--- config.mk ---
export PLATFORM = sky130hd
export DESIGN_NAME = ifetch_unit_flat
export DESIGN_NICKNAME = d
export VERILOG_FILES = /design/src/rtl/ifetch_unit_if.sv /design/src/rtl/ifetch_unit.sv /design/src/flat_wrapper.sv
export SDC_FILE = /design/constraint.sdc
export NUM_CORES = 1
export LEC_CHECK = 0
export BUFFER_PORTS_ARGS = -buffer_cell sky130_fd_sc_hd__buf_2
export CORE_MARGIN = 2
export CORE_UTILIZATION = 48
export DETAILED_ROUTE_END_ITERATION = 10
export PLACE_DENSITY = 0.83
export SETUP_SLACK_MARGIN = 0.5
export SYNTH_ARGS = -nofsm -noshare
export SYNTH_HDL_FRONTEND = slang
export SYNTH_SLANG_ARGS = --single-unit
--- constraint.sdc ---
create_clock -name clk -period 2.1 [get_ports clk]
set_input_delay 0.105 -clock clk [delete_from_list [all_inputs] [get_ports clk]]
set_output_delay 0.105 -clock clk [all_outputs]
set_load 0.01 [all_outputs]
--- src/rtl/ifetch_unit_if.sv ---
// Fetch-stage bus bundle: instruction-memory req/ack, redirect, decode handshake.
// master = fetch unit side, slave = memory/decode/branch side.
interface ifetch_unit_if #(
    parameter int IMM_W = 16
);
    logic             imem_req;
    logic [31:0]      imem_addr;
    logic             imem_ack;
    logic [31:0]      imem_rdata;
    logic             redirect;
    logic [31:0]      redirect_pc;
    logic             id_valid;
    logic             id_ready;
    logic [31:0]      id_pc;
    logic [31:0]      id_inst;
    logic [IMM_W-1:0] id_imm16;
    logic             id_s_ext;

    modport master (
        output imem_req, imem_addr,
        input  imem_ack, imem_rdata,
        input  redirect, redirect_pc,
        output id_valid, id_pc, id_inst, id_imm16, id_s_ext,
        input  id_ready
    );

    modport slave (
        input  imem_req, imem_addr,
        output imem_ack, imem_rdata,
        output redirect, redirect_pc,
        input  id_valid, id_pc, id_inst, id_imm16, id_s_ext,
        output id_ready
    );
endinterface

--- src/rtl/ifetch_unit.sv ---
// Instruction fetch stage: PC, imem req/ack, decode valid/ready, redirect flush.
// Ports: clk, rst_n (async low), bus (ifetch_unit_if.master).
// Option IFETCH_PERF_EN adds perf_fetch_cnt / perf_stall_cnt outputs.
module ifetch_unit #(
    parameter logic [31:0] RESET_PC = 32'h0040_0000,
    parameter int          IMM_W    = 16
) (
    input logic          clk,
    input logic          rst_n,
    ifetch_unit_if.master bus
`ifdef IFETCH_PERF_EN
    ,
    output logic [31:0]  perf_fetch_cnt,
    output logic [31:0]  perf_stall_cnt
`endif
);

    typedef enum logic [1:0] {
        S_FETCH,
        S_DRAIN,
        S_HOLD
    } state_t;

    state_t      state_q, state_d;
    logic [31:0] pc_q, pc_d;
    logic [31:0] pend_q, pend_d;
    logic        vld_q, vld_d;
    logic [31:0] ipc_q, ipc_d;
    logic [31:0] inst_q, inst_d;
    logic        sext_q, sext_d;
    logic [31:0] rpc;

    // Word-align the redirect target.
    assign rpc = bus.redirect_pc & ~32'h3;

    // Logical-immediate opcodes (andi/ori/xori/lui) are zero-extended.
    function automatic logic sext_of(input logic [5:0] op);
        logic s;
        case (op)
            6'h0C, 6'h0D, 6'h0E, 6'h0F: s = 1'b0;
            default:                    s = 1'b1;
        endcase
        return s;
    endfunction

    // State register
    always_ff @(posedge clk or negedge rst_n) begin
        if (!rst_n) state_q <= S_FETCH;
        else        state_q <= state_d;
    end

    // Next state
    always_comb begin
        state_d = state_q;
        case (state_q)
            S_FETCH: begin
                if (bus.imem_ack && !bus.redirect) state_d = S_HOLD;
                else if (!bus.imem_ack && bus.redirect) state_d = S_DRAIN;
            end
            S_DRAIN: begin
                if (bus.imem_ack) state_d = S_FETCH;
            end
            S_HOLD: begin
                if (bus.redirect || bus.id_ready) state_d = S_FETCH;
            end
            default: state_d = S_FETCH;
        endcase
    end

    // Outputs; request drops combinationally with reset.
    always_comb begin
        bus.imem_req  = (state_q != S_HOLD) && rst_n;
        bus.imem_addr = pc_q;
        bus.id_valid  = vld_q;
        bus.id_pc     = ipc_q;
        bus.id_inst   = inst_q;
        bus.id_imm16  = inst_q[IMM_W-1:0];
        bus.id_s_ext  = sext_q;
    end

    // Datapath next values
    always_comb begin
        pc_d   = pc_q;
        pend_d = pend_q;
        vld_d  = vld_q;
        ipc_d  = ipc_q;
        inst_d = inst_q;
        sext_d = sext_q;
        case (state_q)
            S_FETCH: begin
                if (bus.imem_ack) begin
                    if (bus.redirect) begin
                        pc_d = rpc;
                    end else begin
                        inst_d = bus.imem_rdata;
                        sext_d = sext_of(bus.imem_rdata[31:26]);
                        ipc_d  = pc_q;
                        pc_d   = pc_q + 32'd4;
                        vld_d  = 1'b1;
                    end
                end else if (bus.redirect) begin
                    pend_d = rpc;
                end
            end
            S_DRAIN: begin
                // Outstanding word is stale; resume at the latest target.
                if (bus.imem_ack) pc_d = bus.redirect ? rpc : pend_q;
                else if (bus.redirect) pend_d = rpc;
            end
            S_HOLD: begin
                if (bus.redirect) begin
                    vld_d = 1'b0;
                    pc_d  = rpc;
                end else if (bus.id_ready) begin
                    vld_d = 1'b0;
                end
            end
            default: ;
        endcase
    end

    always_ff @(posedge clk or negedge rst_n) begin
        if (!rst_n) begin
            pc_q   <= RESET_PC;
            pend_q <= '0;
            vld_q  <= 1'b0;
            ipc_q  <= '0;
            inst_q <= '0;
            sext_q <= 1'b0;
        end else begin
            pc_q   <= pc_d;
            pend_q <= pend_d;
            vld_q  <= vld_d;
            ipc_q  <= ipc_d;
            inst_q <= inst_d;
            sext_q <= sext_d;
        end
    end

`ifdef IFETCH_PERF_EN
    logic [31:0] fcnt_q, scnt_q;

    always_ff @(posedge clk or negedge rst_n) begin
        if (!rst_n) begin
            fcnt_q <= '0;
            scnt_q <= '0;
        end else begin
            if (vld_q && bus.id_ready && !bus.redirect)
                fcnt_q <= fcnt_q + 32'd1;
            if (bus.imem_req && !bus.imem_ack)
                scnt_q <= scnt_q + 32'd1;
        end
    end

    assign perf_fetch_cnt = fcnt_q;
    assign perf_stall_cnt = scnt_q;
`endif

endmodule

--- src/flat_wrapper.sv ---
// flat-port wrapper written by rule: the top's interface ports become plain ports
module ifetch_unit_flat 
#(
    parameter logic [31:0] RESET_PC = 32'h0040_0000,
    parameter int          IMM_W    = 16
)
  (clk, rst_n, bus_imem_req, bus_imem_addr, bus_imem_ack, bus_imem_rdata, bus_redirect, bus_redirect_pc, bus_id_valid, bus_id_pc, bus_id_inst, bus_id_imm16, bus_id_s_ext, bus_id_ready);
  ifetch_unit_if #(.IMM_W(IMM_W)) bus_i ();
  input logic clk;
  input logic rst_n;
  output wire logic [$bits(bus_i.imem_req)-1:0] bus_imem_req;
  output wire logic [$bits(bus_i.imem_addr)-1:0] bus_imem_addr;
  input wire logic [$bits(bus_i.imem_ack)-1:0] bus_imem_ack;
  input wire logic [$bits(bus_i.imem_rdata)-1:0] bus_imem_rdata;
  input wire logic [$bits(bus_i.redirect)-1:0] bus_redirect;
  input wire logic [$bits(bus_i.redirect_pc)-1:0] bus_redirect_pc;
  output wire logic [$bits(bus_i.id_valid)-1:0] bus_id_valid;
  output wire logic [$bits(bus_i.id_pc)-1:0] bus_id_pc;
  output wire logic [$bits(bus_i.id_inst)-1:0] bus_id_inst;
  output wire logic [$bits(bus_i.id_imm16)-1:0] bus_id_imm16;
  output wire logic [$bits(bus_i.id_s_ext)-1:0] bus_id_s_ext;
  input wire logic [$bits(bus_i.id_ready)-1:0] bus_id_ready;
  assign bus_imem_req = bus_i.imem_req;
  assign bus_imem_addr = bus_i.imem_addr;
  assign bus_i.imem_ack = bus_imem_ack;
  assign bus_i.imem_rdata = bus_imem_rdata;
  assign bus_i.redirect = bus_redirect;
  assign bus_i.redirect_pc = bus_redirect_pc;
  assign bus_id_valid = bus_i.id_valid;
  assign bus_id_pc = bus_i.id_pc;
  assign bus_id_inst = bus_i.id_inst;
  assign bus_id_imm16 = bus_i.id_imm16;
  assign bus_id_s_ext = bus_i.id_s_ext;
  assign bus_i.id_ready = bus_id_ready;
  ifetch_unit #(.RESET_PC(RESET_PC), .IMM_W(IMM_W)) u_core (.clk(clk), .rst_n(rst_n), .bus(bus_i));
endmodule
==> impl_metrics.ini <==
[global_routing]
gr-usage-all-layers_pct = 31.6
vias_in_the_first_global_route = 6763
grt_overflow = 0
grt_start_max_net_pins = 90
initial_antenna_violation_count = 1
global_route_wire_length_before_repair_um = 35700

[logic_synthesis]
yosysUniqueCellTypes = 61
yosys.area_share.xor_xnor_pct = 0.264
synth.ff_latch_count = 132
post_synth_inst_count = 621
synthTopCellsByArea = sky130_fd_sc_hd__dfrtp_1, sky130_fd_sc_hd__mux2_2, sky130_fd_sc_hd__a21oi_1
synth_adder_area_share_pct = 0.754
synth-warning-count = 0
synthesized_area_fraction_occupied_by_and_or_nand_nor_cells_pct = 12.3
synth_compound_area_share_pct = 15.7
postSynthAreaPerCell_um2 = 10.7
synthMuxAreaShare_pct = 16.1
synth_edf_count = 0
synthDominantCellAreaShare_pct = 49.4
synth_seq_area_share_pct = 49.8
synth_top_flop_cell = sky130_fd_sc_hd__dfrtp_1
syn_nets = 694
netlist.top_cell.by_area = sky130_fd_sc_hd__dfrtp_1
postSynth.asyncResetShare_pct = 100
netlist_area_mm2 = 0.00663
combinational_family_with_the_most_area_after_synthesis = multiplexers

[routing]
wl_per_cell_um = 22.2
dr.pass1.iters = 8
routed-via-count = 6861
vias_per_cell = 6.07
postRouteWirelength_um = 25000
drc_violation_count_after_routing = 0
detail_route.iter0.violations = 822
ant_nets = 0

[final_layout]
syn_to_final_growth_pct = 55.5
final_common_cell = sky130_fd_sc_hd__buf_2
finish.utilization_pct = 77.3
final_cell_count_no_fill = 1130
layout_common_cells = sky130_fd_sc_hd__buf_2, sky130_fd_sc_hd__dfrtp_1, sky130_fd_sc_hd__buf_4, sky130_fd_sc_hd__mux2_2, sky130_fd_sc_hd__dlygate4sd3_1
drive_above_1_share_pct = 51.9
finish.net_count = 1013

[clocking]
clock_tree_from_tritoncts = done
cts_root_buf = sky130_fd_sc_hd__clkbuf_16
clk_sink_count = 132
clock_path_buffers = 2
cts.clk_slew.worst_paths_ns = 0.06
cts_max_level = 4
source_to_sink_clock_delay_at_the_later_pin_of_the_worst_skew_pair_ns = 0.43
cts_made_buffers = 17

[outcome]
status = finished clean

[place]
dp.cells = 980
detailedPlacementHpwl_um = 13000
port_buffers = 181
place.gp.congestion = 0.925
placement.setup.worst_slack_ns = 0.0438

[floorplan]
starting_utilization_of_the_core_area_pct = 49.7
die-area_mm2 = 0.0148
fp.dieH_um = 122
core_area_mm2 = 0.0133
boundaryPins = 184
floorplan.die.width_um = 122
core.rowCount = 42

[worst_setup_path]
critPathRequiredTime_ns = 2.40
critPathCaptureType = register
path_max_fanout = 7
arrival_time_worst_endpoint_ns = 2.30
startpoint_type = register
critPathKind = register to register

[sta]
maxClockFrequency_ghz = 0.500
setup_slack_ns = 0.0997
max-slew-margin-rel_pct = 67.1
transition_time_at_the_pin_with_the_least_slew_margin_ns = 0.494
final.setup.tns_ns = 0
setup_violations = 0
skew_ns = 0.0125
final-max-slew-violation-count = 0
final_min_period_over_clock_period_pct = 95.3
rsz_0062_raised_after_global_routing = yes
final-hold-violation-count = 0
post-route-min-period_ns = 2.00

[run]
timing.max_cap.violations = 0

[min_path]
holdCritPathClass = input pin to register

[power]
vdd_ir_drop_max_mv = 0.894
power.static_leakage_nw = 4.82
p_per_area_mw_per_mm2 = 1740
## cell families (layout without fill, tap and decap cells)
logic type / count (synthesis) / after routing
flops: 132 / 132
simple gates: 155 / 157
compound gates: 163 / 163
xor+xnor: 2 / 2
fa+ha+maj: 4 / 4
mux: 95 / 95
other cells: 0 / 1
buf+inv: 70 / 400
## critical path: stages, from the launching register on
cell and delay (ns):
sky130_fd_sc_hd__dfrtp_2 0.46, sky130_fd_sc_hd__ha_4 0.23, sky130_fd_sc_hd__buf_4 0.16, sky130_fd_sc_hd__buf_4 0.16
sky130_fd_sc_hd__a22oi_1 0.18, sky130_fd_sc_hd__a21oi_1 0.13, sky130_fd_sc_hd__and3_1 0.18, sky130_fd_sc_hd__or3_1 0.38
## flip-flops by register name, indices dropped and copies added, names as in the netlist
signal and flops:
u_core.bus.id_s_ext 1, u_core.bus.id_pc 32, u_core.state_q 2, u_core.pend_q 32, u_core.bus.imem_addr 32, u_core.bus.id_valid 1
u_core.bus.id_inst 32
## routing by layer
metal  GRT usage [%]  share of wire [%]  up-vias
li1                -                  -     2903
met1            36.5                 35     3309
met2            53.5                 49      511
met3            9.41                 10      138
met4            16.1                5.8        0
met5               0                  0        -
## path summary, 6_finish.rpt
path	from	end	slack (ns)	cells after the start
setup / recovery	u_core.state_q[0]	u_core.bus.imem_addr[31]	0.1	7
hold / removal	bus_id_ready	u_core.bus.id_valid	0.08	4
setup reg to reg	u_core.state_q[0]	u_core.bus.imem_addr[31]	0.1	7
hold reg to reg	u_core.bus.id_pc[20]	u_core.bus.id_pc[20]	0.49	2
max in group asynchronous	rst_n	u_core.bus.imem_addr[8]	1.06	3
min in group asynchronous	rst_n	u_core.pend_q[23]	0.18	2
## where the power goes
group	switching (mW)	leakage, nW	internal (mW)
clock network	1.16	0.284	1.93
registers	1.03	1.58	3.81
logic	5.14	2.96	4.90
## final cells by class
class | count | area (µm²)
clock buffers | 20 | 457
clock inverters | 12 | 155
inverters | 14 | 55.1
repair buffers | 354 | 2630
well taps | 176 | 220
multi-input cells | 421 | 3490
diodes | 1 | 2.50
flip-flops and latches | 132 | 3310
fillers | 773 | 3030
## per-stage QoR
stage          instance area (µm²)  power [mW]  hold slack [ns]
2_1_floorplan                 6870        9.58           -0.191
3_3_place_gp                  8110        11.8           0.0564
3_5_place_dp                  8110        12.0           0.0621
4_1_cts                       9960        16.5           0.0539
5_1_grt                      10300        18.8            0.114
6_report                     10300        18.0           0.0822
## timing repair
item	in CTS	in global routing
hold endpoints to repair	110	0
endpoints found under the setup margin	130	130
gates resized for setup	60	56
pin swaps	26	26
hold buffers	63	0
gates cloned	6	2
setup buffers	36	10
## synthesized netlist by cell type, types with 7 or more instances
library cell and n:
sky130_fd_sc_hd__buf_4 16, sky130_fd_sc_hd__o21ai_0 38, sky130_fd_sc_hd__nand3_1 13, sky130_fd_sc_hd__inv_1 13
sky130_fd_sc_hd__mux2_2 93, sky130_fd_sc_hd__a31oi_1 7, sky130_fd_sc_hd__nand4_1 8, sky130_fd_sc_hd__buf_2 9
sky130_fd_sc_hd__a22oi_1 10, sky130_fd_sc_hd__o22a_1 7, sky130_fd_sc_hd__nand2_1 52, sky130_fd_sc_hd__a21oi_1 50
sky130_fd_sc_hd__nor3_1 8, sky130_fd_sc_hd__nor2_1 37, sky130_fd_sc_hd__clkbuf_1 25, sky130_fd_sc_hd__dfrtp_1 131
sky130_fd_sc_hd__a22o_1 7
No activity file was read; power rests on OpenSTA's default activity.
